**src/rtl/issue_ctrl_pkg.sv**
```systemverilog
// Shared encodings for the issue stage: instruction classes, sequencer
// states, ROB tag range and stall-cause codes.
package issue_ctrl_pkg;

  // Instruction class as delivered by decode; SYS needs no RS entry
  typedef enum logic [1:0] {
    CLASS_ALU = 2'd0,
    CLASS_MEM = 2'd1,
    CLASS_BR  = 2'd2,
    CLASS_SYS = 2'd3
  } inst_class_e;

  // Issue sequencer states
  typedef enum logic [0:0] {
    ISSUE_RUN     = 1'b0,
    ISSUE_RECOVER = 1'b1
  } issue_state_t;

  // Tag 0 means "value ready" in the register status table, so live
  // ROB tags run 1..15 and the ROB holds 15 entries.
  localparam logic [3:0] ROB_FIRST_TAG = 4'd1;
  localparam logic [3:0] ROB_LAST_TAG  = 4'd15;
  localparam logic [3:0] ROB_CAPACITY  = 4'd15;

  // Number of reservation-station banks (ALU, MEM, BR)
  localparam int NUM_RS = 3;

  // Reason the offered instruction was not accepted
  localparam logic [1:0] STALL_NONE     = 2'd0;
  localparam logic [1:0] STALL_ROB_FULL = 2'd1;
  localparam logic [1:0] STALL_RS_FULL  = 2'd2;
  localparam logic [1:0] STALL_FLUSH    = 2'd3;

  // Successor of a ROB tag, skipping the reserved tag 0
  function automatic logic [3:0] rob_next_tag(input logic [3:0] tag);
    return (tag == ROB_LAST_TAG) ? ROB_FIRST_TAG : tag + 4'd1;
  endfunction

endpackage

```
**src/rtl/issue_ctrl_rob_tag_ptr.sv**
```systemverilog
// ROB tag pointer: advances 1..15 and wraps back to 1, never touching the
// reserved tag 0. Clear has priority over advance.
module rob_tag_ptr
  import issue_ctrl_pkg::*;
(
  input  logic       clk,
  input  logic       reset,
  input  logic       clr_i,
  input  logic       adv_i,
  output logic [3:0] tag_o
);

  logic [3:0] tag_q;
  logic [3:0] tag_d;

  // Next pointer: clear to the first tag, otherwise step on advance
  always_comb begin
    tag_d = tag_q;
    if (clr_i) begin
      tag_d = ROB_FIRST_TAG;
    end else if (adv_i) begin
      tag_d = rob_next_tag(tag_q);
    end
  end

  // Pointer register, reset to the first live tag
  always_ff @(posedge clk) begin
    if (reset) begin
      tag_q <= ROB_FIRST_TAG;
    end else begin
      tag_q <= tag_d;
    end
  end

  assign tag_o = tag_q;

endmodule

```
**src/rtl/issue_ctrl.sv**
```systemverilog
// Issue-stage sequencer: decides issue each cycle, hands out ROB tags,
// strobes the matching RS bank, drives the regstat issue port, tracks ROB
// occupancy from commits and holds issue off for a window after a flush.
module issue_ctrl
  import issue_ctrl_pkg::*;
#(
  parameter int FLUSH_CYCLES = 2
) (
  input  logic       clk,
  input  logic       reset,
  input  logic       flush,
  input  logic       inst_valid,
  input  logic [1:0] inst_class,
  input  logic       inst_writes,
  input  logic [4:0] inst_rd,
  input  logic [2:0] rs_free,
  input  logic       commit_valid,
  output logic       inst_ready,
  output logic [2:0] rs_alloc,
  output logic       rob_alloc,
  output logic       issue_writes,
  output logic [4:0] issue_dest,
  output logic [3:0] issue_ROB,
  output logic [3:0] rob_head,
  output logic [3:0] rob_count,
  output logic [1:0] stall_cause
);

  localparam logic [0:0] ST_RUN     = ISSUE_RUN;
  localparam logic [0:0] ST_RECOVER = ISSUE_RECOVER;
  localparam logic [2:0] FLUSH_LOAD = 3'(FLUSH_CYCLES - 1);

  logic [0:0] state_q;
  logic [0:0] state_d;
  logic [2:0] recover_cnt_q;
  logic [2:0] recover_cnt_d;
  logic [3:0] count_q;
  logic [3:0] count_d;

  logic [3:0] head_tag;
  logic [3:0] tail_tag;

  logic       rob_full;
  logic       rs_room;
  logic       is_sys;
  logic       accept;
  logic       commit_eff;
  logic       flushing;
  logic [2:0] rs_match;

  // Per-bank class decode: room check and one-hot allocate strobe
  generate
    for (genvar gi = 0; gi < NUM_RS; gi++) begin : g_rs
      assign rs_match[gi] = rs_free[gi] & (inst_class == 2'(gi));
      assign rs_alloc[gi] = accept & (inst_class == 2'(gi));
    end
  endgenerate

  assign is_sys   = (inst_class == CLASS_SYS);
  assign rs_room  = is_sys | (|rs_match);
  // Full check uses the registered count, so a same-cycle commit does not
  // open a slot for this cycle's instruction.
  assign rob_full = (count_q == ROB_CAPACITY);
  assign flushing = flush | (state_q == ST_RECOVER);

  assign accept = ~reset & (state_q == ST_RUN) & inst_valid & ~flush &
                  ~rob_full & rs_room;

  // Commits against an empty ROB are dropped
  assign commit_eff = ~reset & ~flush & commit_valid & (count_q != 4'd0);

  // Head and tail pointers; a flush resets both to the first tag
  rob_tag_ptr u_head_ptr (
    .clk   (clk),
    .reset (reset),
    .clr_i (flush),
    .adv_i (commit_eff),
    .tag_o (head_tag)
  );

  rob_tag_ptr u_tail_ptr (
    .clk   (clk),
    .reset (reset),
    .clr_i (flush),
    .adv_i (accept),
    .tag_o (tail_tag)
  );

  // Occupancy: flush empties; simultaneous issue and commit cancel out
  always_comb begin
    count_d = count_q;
    if (flush) begin
      count_d = 4'd0;
    end else if (accept && !commit_eff) begin
      count_d = count_q + 4'd1;
    end else if (!accept && commit_eff) begin
      count_d = count_q - 4'd1;
    end
  end

  // Recovery sequencing: flush (re)loads the window, RECOVER counts it out
  always_comb begin
    state_d       = state_q;
    recover_cnt_d = recover_cnt_q;
    if (flush) begin
      state_d       = ST_RECOVER;
      recover_cnt_d = FLUSH_LOAD;
    end else if (state_q == ST_RECOVER) begin
      if (recover_cnt_q == 3'd0) begin
        state_d = ST_RUN;
      end else begin
        recover_cnt_d = recover_cnt_q - 3'd1;
      end
    end
  end

  // State, recovery counter and occupancy registers
  always_ff @(posedge clk) begin
    if (reset) begin
      state_q       <= ST_RUN;
      recover_cnt_q <= 3'd0;
      count_q       <= 4'd0;
    end else begin
      state_q       <= state_d;
      recover_cnt_q <= recover_cnt_d;
      count_q       <= count_d;
    end
  end

  // Stall reason, only meaningful when an instruction is being refused
  always_comb begin
    stall_cause = STALL_NONE;
    if (!reset && inst_valid && !accept) begin
      if (flushing) begin
        stall_cause = STALL_FLUSH;
      end else if (rob_full) begin
        stall_cause = STALL_ROB_FULL;
      end else if (!rs_room) begin
        stall_cause = STALL_RS_FULL;
      end
    end
  end

  assign inst_ready   = accept;
  assign rob_alloc    = accept;
  assign issue_writes = accept & inst_writes & (inst_rd != 5'd0);
  assign issue_dest   = inst_rd;
  assign issue_ROB    = reset ? ROB_FIRST_TAG : tail_tag;
  assign rob_head     = reset ? ROB_FIRST_TAG : head_tag;
  assign rob_count    = reset ? 4'd0 : count_q;

  // Flag commits that arrive while the ROB is empty
  always_ff @(posedge clk) begin
    if (!reset && !flush) begin
      assert (!(commit_valid && count_q == 4'd0))
        else $warning("issue_ctrl: commit with empty ROB ignored");
    end
  end

endmodule

```
**config.mk**
```make
export PLATFORM = sky130hd
export DESIGN_NAME = issue_ctrl
export DESIGN_NICKNAME = d
export VERILOG_FILES = /design/src/rtl/issue_ctrl_pkg.sv /design/src/rtl/issue_ctrl_rob_tag_ptr.sv /design/src/rtl/issue_ctrl.sv
export SDC_FILE = /design/constraint.sdc
export NUM_CORES = 1
export LEC_CHECK = 0
export CORE_UTILIZATION = 43
export DETAILED_ROUTE_END_ITERATION = 16
export PLACE_DENSITY = 0.76
export SKIP_LAST_GASP = 1
export SYNTH_ARGS = -nofsm -noshare
export SYNTH_HDL_FRONTEND = slang
export SYNTH_SLANG_ARGS = --single-unit
```
**constraint.sdc**
```tcl
create_clock -name clk -period 3.3 [get_ports clk]
set_input_delay 0.495 -clock clk [delete_from_list [all_inputs] [get_ports clk]]
set_output_delay 0.495 -clock clk [all_outputs]
set_load 0.02 [all_outputs]
```
# Word level (Yosys, flattened, before mapping)
# Index checks and enable logic that the tools add are counted.
# op_classes
n_mux	17
reduce_logical	17
n_addsub	5
n_eq_ne	7
bitwise	23
# op_table
cell	count
$mux 4	7
$and 1x1->1	16
$add 4x1->4 const B	3
$eq 4x4->1 const B	3
$mux 2	4
$mux 1	6
$not 1->1	5
$reduce_bool 5->1	1
$eq 2x2->1 const B	2
$logic_and 1x1->1	4
$reduce_and 2->1	2
$reduce_bool 2->1	2
$reduce_bool 4->1	1
$sub 4x1->4 const B	1
$logic_not 1->1	3
$logic_not 3->1	1
$reduce_or 3->1	1
$sub 3x1->3 const B	1
$eq 2x1->1 const B	1
$logic_not 2->1	1
$ne 2x2->1 const B	1
$or 1x1->1	2
$reduce_or 2->1	1
# totals
reg_bits	16
elab_cells	75
inputBits	16
out_inout_bits	25

# Longest topological paths before layout
# logic_depth
depth_word	10
depth_mapped	11
ltp_nobuf	11

# Modules after synthesis
# A second synthesis with hierarchy kept.
# unflattened
hier_cells	129
area_unflattened_um2	1073.5
# by_module_without_submodules
module	n_inst	cells_per_inst	area_per_inst_um2	seq_area_each_um2
issue_ctrl	1	89	683.2	160.2
rob_tag_ptr	2	20	195.2	80.1

# Least setup slack after synthesis
# OpenSTA, ideal clock, no wires.
# synth_timing
path_type	input port to flip-flop
from	input inst_class[0]
to	register count_q[3]
path_buffers	0
path_stages	11
slack_ps	674
t_arrival_ps	2510
t_required_ps	3184
setup_time_ps	116
path_cell_list	mux2_4 -> o22a_2 -> nand2_1 -> inv_1 -> ha_1 -> inv_1 -> ha_1 -> a21oi_1 -> a211o_1 -> a211oi_1 -> a31o_2
# synth_between
elab_chain_cells	8
elab_cells_between_ends	15
cone_classes	3 x eq/ne; 1 x mux; 5 x bitwise; 6 x reduce/logical
# synth_lines
item	line	rtl
start: declaration	issue_ctrl.sv:13	input logic [1:0] inst_class,
$eq 2x1->1, or another cell as far along	issue_ctrl.sv:54	assign rs_match[gi] = rs_free[gi] & (inst_class == 2'(gi));
$and 1x1->1	issue_ctrl.sv:54	
$reduce_or 3->1	issue_ctrl.sv:60	assign rs_room = is_sys | (|rs_match);
$or 1x1->1 *	issue_ctrl.sv:60	
$and 1x1->1 *	issue_ctrl.sv:67	~rob_full & rs_room;
via inst_ready	issue_ctrl.sv:18	output logic inst_ready,
$logic_not 1->1	issue_ctrl.sv:96	end else if (!accept && commit_eff) begin
$logic_and 1x1->1	issue_ctrl.sv:96	
$reduce_bool 2->1 (no line)	n/a	
end signal: assignment	issue_ctrl.sv:126	count_q <= count_d;
end: declaration	issue_ctrl.sv:37	logic [3:0] count_q;
# The timed path passes the listed nets; every way through them passes the cells marked *.
# A chain may end at the register's enable or synchronous reset.

# Worst setup path after layout
# layout_timing
from	input inst_class[0]
to	register count_q[3]
# layout_between
elab_chain_cells	8
elab_cells_between_ends	15
cone_classes	3 x eq/ne; 1 x mux; 5 x bitwise; 6 x reduce/logical
# layout_lines
item	line
$eq 2x1->1, or another cell as far along	issue_ctrl.sv:54
$and 1x1->1	issue_ctrl.sv:54
$reduce_or 3->1	issue_ctrl.sv:60
$or 1x1->1 *	issue_ctrl.sv:60
$and 1x1->1 *	issue_ctrl.sv:67
$logic_not 1->1	issue_ctrl.sv:96
$logic_and 1x1->1	issue_ctrl.sv:96
$reduce_bool 2->1 (no line)	n/a
# Every way passes the cells marked *; elsewhere a longest branch is shown, timed or not.

==> report_table.html <==
<table>
<tr><th>Metric</th><th>Value</th></tr>
<tr><th colspan="2">Worst hold path</th></tr>
<tr><td>Worst Hold Class</td><td>reg2reg</td></tr>
<tr><th colspan="2">Die</th></tr>
<tr><td>Top-level I/O count</td><td>41</td></tr>
<tr><td>Die area</td><td>0.00270 mm2</td></tr>
<tr><td>Std-Cell Rows</td><td>17</td></tr>
<tr><td>Y dimension of the die</td><td>52.0 um</td></tr>
<tr><td>Floorplan core area</td><td>0.00228 mm2</td></tr>
<tr><td>Initial Util</td><td>47.2%</td></tr>
<tr><td>X dimension of the die</td><td>52.0 um</td></tr>
<tr><th colspan="2">Timing</th></tr>
<tr><td>Clk_skew</td><td>0.00331 ns</td></tr>
<tr><td>Setup repair after global routing missed its margin</td><td>false</td></tr>
<tr><td>Final number of max-transition violations</td><td>0</td></tr>
<tr><td>Final setup fails</td><td>0</td></tr>
<tr><td>Crit path time final</td><td>3.05 ns</td></tr>
<tr><td>Peak clock frequency supported by timing</td><td>328 MHz</td></tr>
<tr><td>Worst slack on hold paths</td><td>0.494 ns</td></tr>
<tr><td>Final worst setup slack</td><td>0.252 ns</td></tr>
<tr><td>Tightest slew margin relative to the limit</td><td>73.4%</td></tr>
<tr><td>Actual transition at the worst max-transition pin</td><td>0.394 ns</td></tr>
<tr><td>Tcrit/Tclk final</td><td>92.4%</td></tr>
<tr><td>Final Hold Viols</td><td>0</td></tr>
<tr><th colspan="2">Placed design</th></tr>
<tr><td>Cell count after placement</td><td>193</td></tr>
<tr><td>Routability congestion estimate</td><td>0.860</td></tr>
<tr><td>Estimated wirelength of the detail-placed design</td><td>2000 um</td></tr>
<tr><td>Number of buffer cells added on primary ports</td><td>40</td></tr>
<tr><td>Worst setup slack before clock tree synthesis</td><td>-0.0287 ns</td></tr>
<tr><th colspan="2">Clock tree</th></tr>
<tr><td>Clock latency on the worst-skew pair</td><td>0.29 ns</td></tr>
<tr><td>Count of hold-fix buffers inserted at cts</td><td>0</td></tr>
<tr><td>PostCTS Resize Cnt</td><td>0</td></tr>
<tr><td>Setup Fix Bufs, Post-CTS</td><td>0</td></tr>
<tr><td>TritonCTS clock tree</td><td>done</td></tr>
<tr><td>Clock sink count</td><td>16</td></tr>
<tr><td>Number of H-tree levels</td><td>1</td></tr>
<tr><td>Maximum buffer depth of the clock tree</td><td>2</td></tr>
<tr><td>Number of buffers added by the clock tree synthesis step</td><td>3</td></tr>
<tr><td>Cell at the root of the clock tree</td><td>clkbuf_4</td></tr>
<tr><td>Clock Pin Slew Worst Setup and Hold Paths</td><td>0.09 ns</td></tr>
<tr><th colspan="2">Critical path</th></tr>
<tr><td>Delay-heaviest family, CP</td><td>compound AO/OA/AOI/OAI gates</td></tr>
<tr><td>Critical Path End Type</td><td>flip-flop</td></tr>
<tr><td>Setup CP Type</td><td>in2reg</td></tr>
<tr><td>CP startpoint kind</td><td>input port</td></tr>
<tr><td>Slowest cell delay on critical path</td><td>0.55 ns</td></tr>
<tr><td>Count of buffer and inverter cells on the critical path</td><td>3</td></tr>
<tr><td>Series of cell instances along the critical path</td><td>clkdlybuf4s50_1 -&gt; mux2_4 -&gt; o22a_2 -&gt; nand2_1 -&gt; inv_1 -&gt; ha_1 -&gt; inv_1 -&gt; ha_1 -&gt; a21oi_1 -&gt; a211o_1 -&gt; a211oi_1 -&gt; a31o_2</td></tr>
<tr><td>Maximum fanout count along the critical path</td><td>7</td></tr>
<tr><td>Slowest-stage cell, CP</td><td>clkdlybuf4s50_1</td></tr>
<tr><td>Arrival time of data at the critical path endpoint</td><td>3.24 ns</td></tr>
<tr><td>Required time at the endpoint of the critical path</td><td>3.49 ns</td></tr>
<tr><th colspan="2">GRT</th></tr>
<tr><td>Largest net degree at the start of global routing</td><td>17</td></tr>
<tr><td>First-pass GRT wire length</td><td>4130 um</td></tr>
<tr><td>GRT Total Usage</td><td>20.8%</td></tr>
<tr><td>Overflow left after global routing</td><td>0</td></tr>
<tr><td>Via count of the first global-routing pass</td><td>961</td></tr>
<tr><td>Antenna violations before repair</td><td>0</td></tr>
<tr><th colspan="2">Logic synthesis</th></tr>
<tr><td>Mean instance size in the synthesized netlist</td><td>8.20 um2</td></tr>
<tr><td>Leading cell types by total area after synthesis</td><td>dfxtp_1, ha_1, nor2b_1</td></tr>
<tr><td>Register area share after synthesis</td><td>29.8%</td></tr>
<tr><td>Most frequent cell after synthesis</td><td>dfxtp_1</td></tr>
<tr><td>Area share of the leading cell type in the synthesized netlist</td><td>29.8%</td></tr>
<tr><td>Primary FF master, synth</td><td>dfxtp_1</td></tr>
<tr><td>Post-Synthesis Net Count</td><td>155</td></tr>
<tr><td>Largest area contributor in the synthesized netlist</td><td>dfxtp_1</td></tr>
<tr><td>Cell variety after synth</td><td>37</td></tr>
<tr><td>Leading post-synthesis cells by instance count</td><td>dfxtp_1, nor2_1, a21oi_1</td></tr>
<tr><td>Yosys warnings</td><td>0</td></tr>
<tr><td>Number of enable flip-flop cells after synthesis</td><td>0</td></tr>
<tr><td>Post-synthesis register bit count</td><td>16</td></tr>
<tr><td>Proportion of register bits with asynchronous set or reset after synthesis</td><td>0%</td></tr>
<tr><td>Synth Instances</td><td>131</td></tr>
<tr><td>Post-synthesis instance area</td><td>0.00107 mm2</td></tr>
<tr><th colspan="2">Power</th></tr>
<tr><td>Internal Pwr Total</td><td>0.291 mW</td></tr>
<tr><td>P per Cell Area</td><td>270 mW/mm2</td></tr>
<tr><td>NetSw</td><td>0.114 mW</td></tr>
<tr><td>Proportion of total power due to net switching</td><td>28.1%</td></tr>
<tr><td>Leakage dissipation</td><td>0.554 nW</td></tr>
<tr><td>Power share of the clock group</td><td>26.0%</td></tr>
<tr><td>Part of the total power dissipated in combinational logic</td><td>24.1%</td></tr>
<tr><td>Peak ir drop on the vdd network</td><td>0.257 mV</td></tr>
<tr><td>Proportion of power drawn by flip-flops and latches</td><td>49.8%</td></tr>
<tr><th colspan="2">Detailed routing</th></tr>
<tr><td>Vias after detailed routing</td><td>1031</td></tr>
<tr><td>Average detailed-routed wire length per instance</td><td>12.8 um</td></tr>
<tr><td>Number of nets with antenna violations after routing</td><td>0</td></tr>
<tr><td>Initial DRT Pass Iterations</td><td>4</td></tr>
<tr><td>Detailed-route wire length</td><td>2510 um</td></tr>
<tr><td>Ratio of routed vias to standard cells</td><td>5.26</td></tr>
<tr><td>Number of design-rule violations left by the first detailed-router iteration</td><td>16</td></tr>
<tr><td>Remaining routing DRC violations</td><td>0</td></tr>
<tr><th colspan="2">Finish</th></tr>
<tr><td>FILL cells</td><td>194</td></tr>
<tr><td>Share of final-layout standard cells stronger than drive strength 1</td><td>8.93%</td></tr>
<tr><td>Non-filler instance count after layout</td><td>196</td></tr>
<tr><td>Ant diodes</td><td>0</td></tr>
<tr><td>Area of the multi-input gates</td><td>672 um2</td></tr>
<tr><td>Storage element area</td><td>320 um2</td></tr>
<tr><td>Net count, final</td><td>194</td></tr>
<tr><td>Area delta synth-&gt;final</td><td>39.5%</td></tr>
<tr><th colspan="2">Outcome</th></tr>
<tr><td>Outcome</td><td>finished clean</td></tr>
<tr><th colspan="2">Run</th></tr>
<tr><td>Maximum Capacitance Violations</td><td>0</td></tr>
</table>
worst min-delay path, stage by stage (launching register included):
cell	delay, ns
dfxtp_1	0.33
o31ai_1	0.06
a21oi_1	0.06
per-stage QoR:
stage | utilization [%] | TNS [ns] | cell area, um2 | power, mW
after floorplan | - | 0 | 1070 | 0.261
after global placement | 64.9 | 0 | 1480 | 0.300
after detailed placement | 64.9 | -0.0287 | 1480 | 0.304
after CTS | 65.9 | 0 | 1500 | 0.410
after global routing | 65.9 | 0 | 1500 | 0.426
final | 65.9 | 0 | 1500 | 0.405
final cells by class:
class / instances / share of cell area (%)
clock buffers: 3 / 1.50
inverters: 7 / 1.75
flip-flops and latches: 16 / 21.4
well taps: 28 / 2.34
repair buffers: 43 / 28.2
multi-input cells: 99 / 44.8
logic make-up after synthesis:
family	synth area share (%)
and+or+nand+nor	27.9
buffers and inverters	7.68
muxes	4.31
adders and majority gates	10.0
AOI/OAI and AO/OA	17.0
DFF	29.8
xor gates and xnor gates	3.26
worst paths after layout:
path                            start             endpoint  slack (ns)  cells after the start
setup / recovery        inst_class[0]           count_q[3]        0.25                     12
hold / removal    u_tail_ptr.tag_o[3]  u_tail_ptr.tag_o[3]        0.49                      2
setup reg to reg           count_q[0]           count_q[3]        0.52                     11
hold reg to reg   u_tail_ptr.tag_o[3]  u_tail_ptr.tag_o[3]        0.49                      2
layer usage:
| layer | GRT usage [%] | vias to the layer above | routed length (um) |
|---|---|---|---|
| li1 | - | 528 | - |
| met1 | 23.7 | 473 | 1070 |
| met2 | 35.7 | 22 | 1290 |
| met3 | 5.56 | 8 | 92 |
| met4 | 9.46 | 0 | 63 |
| met5 | 0 | - | 0 |
state kept, by name, summed over array words and instances (netlist names):
| register | cells |
|---|---|
| u_tail_ptr.tag_o | 4 |
| state_q | 1 |
| count_q | 4 |
| recover_cnt_q | 3 |
| u_head_ptr.tag_o | 4 |
power groups by stage:
stage | sequential, mW | combinational (mW) | clock, mW
2_1_floorplan | 0.205 | 0.0559 | 0
3_3_place_gp | 0.206 | 0.0941 | 0
3_5_place_dp | 0.206 | 0.0975 | 0
4_1_cts | 0.202 | 0.0980 | 0.111
5_1_grt | 0.203 | 0.107 | 0.116
6_report | 0.202 | 0.0976 | 0.105
cells in the final DEF (no fill, tap or decap), types with 2 or more instances in the layout:
cell type,synthesis,routed
nand2_1,9,9
nor2b_1,10,10
o21ai_0,5,5
clkbuf_4,0,3
nand3_1,7,7
xor2_1,2,2
or4_1,2,2
a21oi_1,12,12
inv_1,7,7
xnor2_1,2,2
nor3_1,3,3
ha_1,7,7
o31ai_1,2,2
dfxtp_1,16,16
nor2_1,14,14
buf_4,6,3
mux2i_1,2,2
nand2b_1,2,2
or2_2,3,3
clkdlybuf4s50_1,0,40
Note: power is estimated with default switching activity, not from simulation.
